--- src/rtl/i2c_rr_arbiter.sv ---
// ---------------------------------------------------------------------------
// i2c_rr_arbiter
//
// Shares one byte-level I2C master among N_REQ requesters. Requesters are
// served round-robin. Each grant runs exactly one master transaction
// {7-bit address, rw, one data byte}. The result goes back to the served
// requester as a one-cycle tagged response. Two timeouts protect against a
// stuck master:
//   - the master must drop i2c_ready within ACCEPT_TO cycles of enable.
//   - the master must raise i2c_ready within DONE_TO cycles once busy.
// The master itself is never reset by this block.
//
// Ports
//   clk, rst_n        clock (posedge) and synchronous active-low reset
//   req               per-requester level request, held until its done pulse
//   req_addr          7-bit slave address per requester, [7i+6:7i]
//   req_rw            per-requester direction, 1 = read
//   req_wdata         write byte per requester, [8i+7:8i]
//   done              one-hot, one-cycle pulse to the served requester
//   rsp_valid         one-cycle pulse, coincident with done
//   rsp_id            index of the served requester (zero-extended)
//   rsp_rdata         read byte; 0 for writes and on timeout
//   rsp_err           timeout on this transaction
//   busy              high from ISSUE through RESP inclusive
//   i2c_addr/rw/
//   i2c_data_in       transaction fields to the master, stable until next grant
//   i2c_enable        master enable, high only while issuing
//   i2c_ready         master idle indication
//   i2c_data_out      master read byte
// ---------------------------------------------------------------------------
module i2c_rr_arbiter #(
    parameter int N_REQ     = 4,
    parameter int ACCEPT_TO = 64,
    parameter int DONE_TO   = 2048
) (
    input  logic                 clk,
    input  logic                 rst_n,
    input  logic [N_REQ-1:0]     req,
    input  logic [7*N_REQ-1:0]   req_addr,
    input  logic [N_REQ-1:0]     req_rw,
    input  logic [8*N_REQ-1:0]   req_wdata,
    output logic [N_REQ-1:0]     done,
    output logic                 rsp_valid,
    output logic [2:0]           rsp_id,
    output logic [7:0]           rsp_rdata,
    output logic                 rsp_err,
    output logic                 busy,
    output logic [6:0]           i2c_addr,
    output logic                 i2c_rw,
    output logic [7:0]           i2c_data_in,
    output logic                 i2c_enable,
    input  logic                 i2c_ready,
    input  logic [7:0]           i2c_data_out
);

    typedef enum logic [1:0] {
        IDLE      = 2'd0,
        ISSUE     = 2'd1,
        WAIT_DONE = 2'd2,
        RESP      = 2'd3
    } state_t;

    localparam logic [15:0] ACCEPT_LAST = 16'(ACCEPT_TO - 1);
    localparam logic [15:0] DONE_LAST   = 16'(DONE_TO - 1);
    localparam logic [2:0]  LAST_ID     = 3'(N_REQ - 1);

    state_t      state;
    logic [2:0]  rr_ptr;
    logic [2:0]  cur_id;
    logic [15:0] timer;

    // Requester fields padded out to eight slots so that a 3-bit index
    // always selects an existing entry; slots >= N_REQ read as zero.
    logic [7:0] req8;
    logic [7:0] rw8;
    logic [6:0] addr_arr  [8];
    logic [7:0] wdata_arr [8];

    assign req8 = 8'(req);
    assign rw8  = 8'(req_rw);

    for (genvar j = 0; j < 8; j++) begin : g_unpack
        if (j < N_REQ) begin : g_real
            assign addr_arr[j]  = req_addr[7*j +: 7];
            assign wdata_arr[j] = req_wdata[8*j +: 8];
        end else begin : g_pad
            assign addr_arr[j]  = '0;
            assign wdata_arr[j] = '0;
        end
    end

    // Round-robin search: walk from rr_ptr+1 (mod N_REQ) and take the first
    // set request. The requester just served is therefore checked last.
    logic [2:0] pick_id;
    logic       pick_found;
    logic [2:0] cand;

    always_comb begin
        pick_id    = '0;
        pick_found = 1'b0;
        cand       = rr_ptr;
        for (int k = 0; k < N_REQ; k++) begin
            if (cand == LAST_ID) cand = '0;
            else                 cand = cand + 3'd1;
            if (!pick_found && req8[cand]) begin
                pick_found = 1'b1;
                pick_id    = cand;
            end
        end
    end

    logic [N_REQ-1:0] done_nxt;

    always_comb begin
        for (int j = 0; j < N_REQ; j++) begin
            done_nxt[j] = (cur_id == 3'(j));
        end
    end

    function automatic logic [15:0] sat_inc(input logic [15:0] t);
        return (t == 16'hFFFF) ? t : t + 16'd1;
    endfunction

    always_ff @(posedge clk) begin
        if (!rst_n) begin
            state       <= IDLE;
            rr_ptr      <= LAST_ID;
            cur_id      <= '0;
            timer       <= '0;
            i2c_enable  <= 1'b0;
            done        <= '0;
            rsp_valid   <= 1'b0;
            rsp_id      <= '0;
            rsp_rdata   <= '0;
            rsp_err     <= 1'b0;
            busy        <= 1'b0;
            i2c_addr    <= '0;
            i2c_rw      <= 1'b0;
            i2c_data_in <= '0;
        end else begin
            // Response outputs are pulses; they are only set on entry to RESP.
            done      <= '0;
            rsp_valid <= 1'b0;
            rsp_id    <= '0;
            rsp_rdata <= '0;
            rsp_err   <= 1'b0;

            case (state)
                IDLE: begin
                    i2c_enable <= 1'b0;
                    busy       <= 1'b0;
                    // No grant while the master is still busy (for example
                    // finishing an op that timed out on our side).
                    if (pick_found && i2c_ready) begin
                        cur_id      <= pick_id;
                        rr_ptr      <= pick_id;
                        i2c_addr    <= addr_arr[pick_id];
                        i2c_rw      <= rw8[pick_id];
                        i2c_data_in <= wdata_arr[pick_id];
                        timer       <= '0;
                        i2c_enable  <= 1'b1;
                        busy        <= 1'b1;
                        state       <= ISSUE;
                    end
                end

                ISSUE: begin
                    if (!i2c_ready) begin
                        // Master accepted; drop enable immediately so it does
                        // not chain a repeated start.
                        timer      <= '0;
                        i2c_enable <= 1'b0;
                        state      <= WAIT_DONE;
                    end else if (timer == ACCEPT_LAST) begin
                        i2c_enable <= 1'b0;
                        done       <= done_nxt;
                        rsp_valid  <= 1'b1;
                        rsp_id     <= cur_id;
                        rsp_err    <= 1'b1;
                        state      <= RESP;
                    end else begin
                        timer <= sat_inc(timer);
                    end
                end

                WAIT_DONE: begin
                    i2c_enable <= 1'b0;
                    if (i2c_ready) begin
                        done      <= done_nxt;
                        rsp_valid <= 1'b1;
                        rsp_id    <= cur_id;
                        rsp_rdata <= i2c_rw ? i2c_data_out : 8'h00;
                        state     <= RESP;
                    end else if (timer == DONE_LAST) begin
                        done      <= done_nxt;
                        rsp_valid <= 1'b1;
                        rsp_id    <= cur_id;
                        rsp_err   <= 1'b1;
                        state     <= RESP;
                    end else begin
                        timer <= sat_inc(timer);
                    end
                end

                RESP: begin
                    i2c_enable <= 1'b0;
                    busy       <= 1'b0;
                    state      <= IDLE;
                end

                default: begin
                    i2c_enable <= 1'b0;
                    busy       <= 1'b0;
                    state      <= IDLE;
                end
            endcase
        end
    end

endmodule

--- config.mk ---
export PLATFORM = sky130hd
export DESIGN_NAME = i2c_rr_arbiter
export DESIGN_NICKNAME = d
export VERILOG_FILES = /design/src/rtl/i2c_rr_arbiter.sv
export SDC_FILE = /design/constraint.sdc
export NUM_CORES = 1
export LEC_CHECK = 0
export CAP_MARGIN = 20
export CORE_ASPECT_RATIO = 1.1
export CORE_UTILIZATION = 41
export CTS_BUF_LIST = sky130_fd_sc_hd__clkbuf_8 sky130_fd_sc_hd__clkbuf_16
export DETAILED_ROUTE_END_ITERATION = 8
export MAX_ROUTING_LAYER = met4
export PLACE_DENSITY = 0.76
export SETUP_SLACK_MARGIN = 0.1
export SKIP_LAST_GASP = 1
export SLEW_MARGIN = 10
export SYNTH_ARGS = -nofsm -noshare
export SYNTH_HDL_FRONTEND = slang
export SYNTH_SLANG_ARGS = --single-unit
--- constraint.sdc ---
create_clock -name clk -period 4.1 [get_ports clk]
set_clock_uncertainty 0.1 [all_clocks]
set_input_delay 1.23 -clock clk [delete_from_list [all_inputs] [get_ports clk]]
set_output_delay 1.23 -clock clk [all_outputs]
set_load 0.005 [all_outputs]
==> Word level (Yosys, flattened, before mapping) <==
Cells that the tools add are included.
{ "word_totals": {"reg_bits": 59, "in_bits": 79, "out_inout_bits": 35, "elab_cells": 124} }
{ "op_classes": {"addsub": 5, "order_cmp": 6, "eq_ne": 19, "n_mux": 63, "bitwise_logic": 1, "n_reduce_logical": 16} }
{ "ops": {"columns": ["operator", "n"], "rows": [
  ["$mux W16", 6],
  ["$pmux W16 S3", 1],
  ["$mux W3", 12],
  ["$bmux W8 S3", 1],
  ["$bmux W7 S3", 1],
  ["$lt A3 B4 Y1 const B", 5],
  ["$eq A3 B2 Y1 const B", 6],
  ["$mux W1", 17],
  ["$add A16 B1 Y16 const B", 1],
  ["$eq A16 B11 Y1 const B", 1],
  ["$eq A16 B16 Y1 const B", 1],
  ["$eq A16 B6 Y1 const B", 1],
  ["$mux W4", 4],
  ["$mux W8", 2],
  ["$bmux W1 S3", 5],
  ["$mux W7", 2],
  ["$add A3 B1 Y3 const B", 4],
  ["$mux W2", 5],
  ["$ne A3 B3 Y1 const B", 3],
  ["$pmux W2 S4", 1],
  ["$pmux W4 S2", 1],
  ["$ne A2 B2 Y1 const B", 3],
  ["$pmux W1 S2", 3],
  ["$pmux W3 S2", 1],
  ["other kinds (17)", 23]
]} }

==> Logic depth before layout (Yosys ltp) <==
Gate-level depths: netlist of the first run.
{ "depth": {"depth_word": 18, "ltp_mapped": 19, "ltp_nobuf": 16} }

==> Worst setup path before layout of the first run <==
No wires, ideal clock.
{ "synth_timing": {"path_type": "register to register", "from": "register rr_ptr[0]", "to": "register i2c_addr[5]", "setup_time_ns": 0.132, "t_arrival_ns": 4.039, "required_ns": 3.868, "slack_ns": -0.171, "stages_incl_launch_ff": 19, "n_path_buf": 3, "period_less_slack_ns": 4.271, "cell_sequence": "dfxtp_1 ha_1 nand2b_1 nand2b_1 buf_2 inv_1 ha_1 a21boi_0 ha_1 a21boi_2 ha_1 a41o_1 or3b_4 a311oi_4 nor2b_1 buf_2 buf_6 nand2_1 o221ai_2"} }
{ "synth_via": {"elab_chain_cells": 18, "elab_cells_between_ends": 40, "cone_classes": "add/sub: 4; eq/ne: 4; mux: 23; bitwise: 1; reduce/logical: 8"} }
{ "synth_lines": {"columns": ["element", "line", "text"], "rows": [
  ["from (decl)", "68", "logic [2:0] rr_ptr;"],
  ["from (signal assigned)", "156", "rr_ptr <= pick_id;"],
  ["$add A3 B1 Y3 or $eq A3 B2 Y1 (tied branches)", "104, 103", null],
  ["$mux W3 *", "103", "if (cand == LAST_ID) cand = '0;"],
  ["parallel branches: the longest is 16 deep, another holds $add A3 B1 Y3", null, null],
  ["to (signal assigned)", "157", "i2c_addr <= addr_arr[pick_id];"],
  ["to (decl)", "48", "output logic [6:0] i2c_addr,"]
]} }
Mark *: on every way between the ends. The select of a mux whose other input is x is not followed.
A chain may end at the register's enable or synchronous reset.

==> Worst setup path in the final report of the first run <==
{ "layout_timing": {"from": "register rr_ptr[0]", "to": "register timer[7]"} }
{ "layout_via": {"elab_chain_cells": 17, "elab_cells_between_ends": 33, "cone_classes": "add/sub: 4; eq/ne: 5; mux: 16; reduce/logical: 8"} }
{ "layout_lines": {"columns": ["element", "line", "text"], "rows": [
  ["$add A3 B1 Y3 or $eq A3 B2 Y1 (tied branches)", "104, 103", null],
  ["$mux W3 *", "103", null],
  ["parallel branches: the longest is 11 deep, another holds $add A3 B1 Y3", null, null],
  ["$mux W1 *", "105", "if (!pick_found && req8[cand]) begin"],
  ["$logic_and A1 B1 Y1 *", "154", "if (pick_found && i2c_ready) begin"],
  ["$ne A2 B2 Y1 (no source line) *", null, null],
  ["$reduce_and A5 Y1 (no source line) *", null, null],
  ["to (signal assigned)", "182", "timer <= sat_inc(timer);"],
  ["to (signal assigned)", "201", "timer <= sat_inc(timer);"],
  ["to (decl)", "70", "logic [15:0] timer;"]
]} }
Marks and branches as above.

==> flow_metrics.py, run 1 <==
metrics = {
    "logic_synthesis": {
        "synth_edf_count": 0,
        "synth_warnings": 0,
        "ys_ff_latch": 58,
        "syn_area_mm2": 0.00330,
        "synth_area_leaders": "dfxtp_1, mux2i_1, o221ai_2, ha_1, nand2_1",
        "async_flop_share_pct": 0,
        "avgSynthCellArea_um2": 9.22,
        "syn-instance-count": 358,
        "synthFlopType": "dfxtp_1",
        "ys_seq_area_share_pct": 35.2,
        "synth_top_area_cell": "dfxtp_1",
        "syn-num-nets": 447,
        "synth_top_area_share_pct": 35.2,
        "synth_cell_types": 63,
    },
    "critical_path": {
        "ff2ff_path_depth": 16,
        "crit_path_end_kind": "register",
        "cp_num_cells": 16,
        "critPathMaxFanout": 10,
        "cpLargestDelayFamily": "compound AO/OA/AOI/OAI gates",
        "crit_arrival_ns": 4.01,
        "worst_setup_path_start_kind": "register",
        "cp_slowest_cell": "or3b_4",
        "crit_start": "rr_ptr[0]$_SDFFE_PN1P_",
        "slowest_delay_ns": 0.45,
        "rr_startpoint": "rr_ptr[0]$_SDFFE_PN1P_",
        "r2r-end": "timer[7]$_SDFFE_PN0P_",
        "crit_type": "register to register",
        "required_ns": 4.27,
        "ff2ff_setup_slack_ns": 0.25,
        "path_cells": "ha_4 -> nand2b_1 -> nand2b_1 -> inv_1 -> ha_1 -> a21boi_2 -> ha_1 -> a21boi_4 -> ha_4 -> a41o_1 -> or3b_4 -> a31oi_4 -> o211ai_1 -> buf_4 -> or3_1 -> a21oi_1",
        "worst-path-buf-inv": 2,
        "endpoint": "timer[7]$_SDFFE_PN0P_",
    },
    "floorplanning": {
        "die_width_um": 87.6,
        "dieArea_mm2": 0.00841,
        "start_util_pct": 43.2,
        "die_h_um": 96.1,
        "fp-row-count": 33,
        "ioPinCount": 114,
        "core_mm2": 0.00764,
    },
    "hold_path": {
        "holdPathStages": 1,
        "worst_hold_path_type": "register to register",
    },
    "placed_design": {
        "io_buffers": 113,
        "placed_cell_area_mm2": 0.00462,
        "dp_hpwl_um": 6630,
        "place_congestion": 0.868,
        "dp_cells": 574,
    },
    "layout": {
        "layout_commonest_cell": "clkdlybuf4s50_1",
        "postLayoutCoreUtil_pct": 64.5,
        "final_cell_mix": "clkdlybuf4s50_1, dfxtp_1, mux2i_1",
        "drive_gt1_share_pct": 13.5,
        "stdcell_count": 593,
        "area_growth_pct": 49.2,
        "n_antenna_cell": 0,
        "final_area_mm2": 0.00493,
        "fin_nets": 572,
        "fillers": 637,
    },
    "pwr": {
        "switching_share_pct": 39.6,
        "power_density_mw_per_mm2": 664,
        "pwr-share-seq_pct": 21.9,
        "total_power_mw": 3.27,
        "ir_drop_v": 0.000552,
        "clock_power_share_pct": 18.3,
        "switchingPower_mw": 1.30,
        "combinationalPowerShare_pct": 59.8,
        "p_int_mw": 1.97,
        "p_leak_nw": 1.92,
    },
    "sta": {
        "max_freq_mhz": 260,
        "slew_violations": 0,
        "period_share_pct": 93.8,
        "tns_ns": 0,
        "setup_viol": 0,
        "slew_headroom_pct": 54.8,
        "hold_viol_final": 0,
        "min_period_ns": 3.85,
        "worst_slew_pin_slew_ns": 0.676,
        "rsz0062_at_grt": "true",
    },
    "clocking": {
        "cts-root-buf": "clkbuf_8",
        "cts_buffers": 9,
        "h-tree-depth": 3,
        "tritoncts": "yes",
        "clockBufferDepth": 2,
        "clock-sinks": 58,
        "path_clk_slew_ns": 0.07,
        "clock_latency_ns": 0.34,
    },
    "global_route": {
        "grt_pass1_wl_um": 14000,
        "antenna_found_initial": 0,
        "grt-ovfl-total": 0,
        "first_global_vias": 3151,
        "grt_usage_pct": 22.2,
        "grt_max_degree": 34,
    },
    "detailed_routing": {
        "drcViolationCount": 0,
        "wl_per_cell_um": 14.5,
        "dr.pass1.iters": 4,
        "vias": 3218,
        "ant_nets": 0,
        "viasPerCell": 5.43,
        "first_iter_violations": 114,
        "wl_um": 8600,
    },
    "job": {
        "drv_cap": 0,
    },
    "run_status": {
        "status": "complete, no violations",
    },
}
kinds of logic (layout without fill, tap and decap cells):
group,after synthesis,in the layout,share of synthesized area [%]
AOI/OAI and AO/OA,82,82,20.7
xor gates and xnor gates,3,3,0.796
adders and majority gates,10,10,3.79
buffers and inverters,29,159,4.32
DFF,58,58,35.2
muxes,38,38,11.9
and+or+nand+nor,138,138,23.2
how the worst min path moves through the flow:
stage / start / slack [ns] / end
after floorplan: cur_id[1]$_SDFFE_PN0P_ / 0.34 / done[0]$_SDFF_PN0_
after global routing: cur_id[1]$_SDFFE_PN0P_ / 0.39 / done[0]$_SDFF_PN0_
after global placement: i2c_data_in[1]$_SDFFE_PN0P_ / 0.35 / i2c_data_in[1]$_SDFFE_PN0P_
after CTS: cur_id[1]$_SDFFE_PN0P_ / 0.37 / done[0]$_SDFF_PN0_
final: cur_id[1]$_SDFFE_PN0P_ / 0.37 / done[0]$_SDFF_PN0_
after detailed placement: i2c_data_in[7]$_SDFFE_PN0P_ / 0.35 / i2c_data_in[7]$_SDFFE_PN0P_
synth_stat cells, drive strengths merged (10+ instances only):
master and number:
o221ai 16, inv 15, nand4 10, buf 10, o21ai 19, and2 14
ha 10, nand2 31, dfxtp 58, a21oi 19, nand3 11, nor2 25
mux2i 36
metal layers:
layer	global-route usage [%]	share of wire, %	wire, µm
met1	24.7	42	3590
met2	36.8	49	4200
met3	5.57	6.8	584
met4	11.3	2.6	227
met5	-	0	0
final cells by class:
type | count | area [µm²] | share of cell area [%]
multi-input cells | 271 | 2070 | 42.1
repair buffers | 128 | 1270 | 25.8
flip-flops and latches | 58 | 1160 | 23.6
clock buffers | 11 | 151 | 3.07
well taps | 105 | 131 | 2.67
clock inverters | 5 | 77.6 | 1.57
inverters | 15 | 56.3 | 1.14
power by group through the flow:
stage,registers [mW],logic (mW),clock network [mW]
6_report,0.716,1.96,0.597
5_1_grt,0.727,2.14,0.631
4_1_cts,0.712,1.90,0.609
3_5_place_dp,0.724,1.88,0
3_3_place_gp,0.721,1.85,0
2_1_floorplan,0.718,1.36,0
state kept, by name (all words and copies together) (netlist names), 2 cells and up:
signal / count
rsp_id: 3
cur_id: 2
timer: 16
i2c_addr: 7
done: 4
i2c_data_in: 8
rr_ptr: 3
state: 2
rsp_rdata: 8
stage by stage:
| stage | setup slack, ns | hold slack (ns) |
|---|---|---|
| floorplan | 0.124 | 0.339 |
| global placement | 0.106 | 0.345 |
| detailed placement | 0.0330 | 0.353 |
| CTS | 0.126 | 0.370 |
| global route | 0.0870 | 0.393 |
| finish | 0.253 | 0.365 |
repair_timing:
item | in CTS | in global routing
hold buffers | 0 | 0
gates resized for setup | 0 | 7
setup buffers | 2 | 1
pin swaps | 1 | 0
setup endpoints to repair | 3 | 31
Note: power is estimated with default switching activity, not from simulation.
==> run 2, diff against run 1 <==
Settings changed: CORE_ASPECT_RATIO 1.1 to unset, GPL_ROUTABILITY_DRIVEN set to 0.
==> run 2 against run 1 <==
Effect of this change:
- via count is 0.68% higher
- die area hardly changed
- cell area shrank 0.36%
- maximum frequency is 0.42% lower
- first-iteration DRC count up 62%
- sequential power rose by 0.6%
==> flow_metrics.py, run 2 (same netlist as run 1, synthesis figures left out) <==
metrics = {
    "pwr": {
        "total_power_mw": 3.30,
        "switchingPower_mw": 1.34,
        "clock_power_share_pct": 17.4,
        "power_density_mw_per_mm2": 672,
        "switching_share_pct": 40.5,
        "ir_drop_v": 0.000404,
        "p_int_mw": 1.96,
        "pwr-share-seq_pct": 21.8,
        "combinationalPowerShare_pct": 60.7,
        "p_leak_nw": 1.89,
    },
    "critical_path": {
        "crit_path_end_kind": "register",
        "cpMostUsedCell": "ha_4",
        "worst_setup_path_start_kind": "register",
        "path_cells": "ha_4 -> and2b_2 -> nor2_4 -> ha_4 -> a21boi_4 -> ha_2 -> a21boi_4 -> ha_4 -> a41o_1 -> or3b_4 -> a311oi_4 -> buf_4 -> nand3_4 -> o221ai_1",
        "cp_slowest_cell": "or3b_4",
        "required_ns": 4.26,
        "crit_arrival_ns": 4.03,
        "slowest_delay_ns": 0.45,
        "crit_type": "register to register",
        "rr_startpoint": "rr_ptr[0]$_SDFFE_PN1P_",
        "crit_start": "rr_ptr[0]$_SDFFE_PN1P_",
        "critPathMaxFanout": 16,
    },
    "global_route": {
        "grt_max_degree": 33,
        "grt_pass1_wl_um": 14900,
        "grt-ovfl-total": 0,
        "first_global_vias": 3121,
        "antenna_found_initial": 0,
        "grt_usage_pct": 23.2,
    },
    "floorplanning": {
        "core_mm2": 0.00777,
        "die_width_um": 91.7,
        "start_util_pct": 42.5,
        "fp-row-count": 32,
        "ioPinCount": 114,
        "dieArea_mm2": 0.00841,
        "die_h_um": 91.7,
    },
    "clocking": {
        "clock-sinks": 58,
        "clock_latency_ns": 0.35,
        "h-tree-depth": 3,
        "tritoncts": "yes",
        "cts-root-buf": "clkbuf_8",
        "cts_buffers": 9,
        "path_clk_slew_ns": 0.07,
        "clockBufferDepth": 2,
        "cts_hold_buffers": 0,
    },
    "layout": {
        "area_growth_pct": 48.7,
        "top_register": "timer",
        "final_cell_mix": "clkdlybuf4s50_1, dfxtp_1, mux2i_1",
        "multi_input_area_mm2": 0.00211,
        "postLayoutCoreUtil_pct": 63.2,
        "fin_nets": 570,
        "layout_commonest_cell": "clkdlybuf4s50_1",
        "drive_gt1_share_pct": 13.8,
        "top_regs": "timer (16), i2c_data_in (8), rsp_rdata (8)",
        "n_antenna_cell": 0,
        "seqCellArea_mm2": 0.00117,
        "largest_reg_flops": 16,
        "fillers": 684,
    },
    "hold_path": {
        "hold_start": "i2c_data_in[7]$_SDFFE_PN0P_",
        "worst_hold_path_type": "register to register",
    },
    "sta": {
        "setup_viol": 0,
        "rsz0062_at_grt": "false",
        "slew_violations": 0,
        "min_period_ns": 3.86,
        "fin_ws_ns": 0.236,
        "max_freq_mhz": 259,
        "hold_viol_final": 0,
        "worst_slew_pin_slew_ns": 0.671,
        "slew_headroom_pct": 55.0,
        "period_share_pct": 94.2,
    },
    "placed_design": {
        "io_buffers": 113,
        "pre_cts_ws_ns": -0.143,
        "dp_hpwl_um": 6930,
    },
    "detailed_routing": {
        "vias": 3240,
        "drcViolationCount": 0,
        "viasPerCell": 5.52,
        "wl_per_cell_um": 15.9,
        "dr.pass1.iters": 4,
        "wl_um": 9350,
        "ant_nets": 0,
        "first_iter_violations": 185,
    },
    "job": {
        "drv_cap": 0,
    },
    "run_status": {
        "status": "complete, no violations",
    },
}
==> run 2: final timing paths <==
| path | to | slack [ns] | cells after the start |
|---|---|---|---|
| worst max-delay path | i2c_data_in[1]$_SDFFE_PN0P_ | 0.24 | 14 |
| worst min-delay path | i2c_data_in[7]$_SDFFE_PN0P_ | 0.37 | 2 |
| worst max register to register | i2c_data_in[1]$_SDFFE_PN0P_ | 0.24 | 14 |
| worst min register to register | i2c_data_in[7]$_SDFFE_PN0P_ | 0.37 | 2 |
==> run 2: power by group through the flow <==
| stage | combinational [mW] | clock, mW | sequential [mW] |
|---|---|---|---|
| 3_5_place_dp | 1.87 | 0 | 0.732 |
| 6_report | 2.00 | 0.575 | 0.720 |
| 4_1_cts | 1.93 | 0.581 | 0.728 |
| 5_1_grt | 2.16 | 0.608 | 0.731 |
| 2_1_floorplan | 1.36 | 0 | 0.718 |
| 3_3_place_gp | 1.83 | 0 | 0.730 |
==> run 2: worst max-delay path: cells and delay by family (launching register included) <==
kind / cells / cell delay [ns]
compound gates: 5 / 1.07
fa+ha+maj: 4 / 0.96
buf+inv: 1 / 0.22
flops: 1 / 0.35
simple gates: 4 / 1.08
==> run 2: per-layer routing <==
layer / routed length, µm / vias to the layer above / GRT usage (%)
met4: 183 / 0 / 7.81
met2: 4730 / 93 / 38.8
li1: - / 1579 / -
met1: 3900 / 1548 / 26.6
met3: 548 / 20 / 6.80
met5: 0 / - / -
==> run 2: what timing repair did <==
| item | 4_1_cts | 5_1_grt |
|---|---|---|
| pin swaps | 1 | 3 |
| gates resized for setup | 4 | 9 |
| setup endpoints to repair | 31 | 32 |
| buffers inserted | 2 | 1 |
==> run 2: through the flow <==
stage	std cells	setup TNS, ns	instance area (µm²)	hold WS [ns]
after floorplan	358	0	3330	0.339
after global placement	568	-0.174	4600	0.344
after detailed placement	569	-0.565	4610	0.353
after CTS	586	0	4860	0.372
after global routing	587	0	4910	0.396
final	587	0	4910	0.370
==> run 2: final cells by class <==
class	count	share of cell area [%]
multi-input combinational	271	42.9
timing repair buffer	126	25.4
sequential	58	23.8
clock buffer	9	2.52
inverter	15	1.15
tap	102	2.60
clock inverter	6	1.71
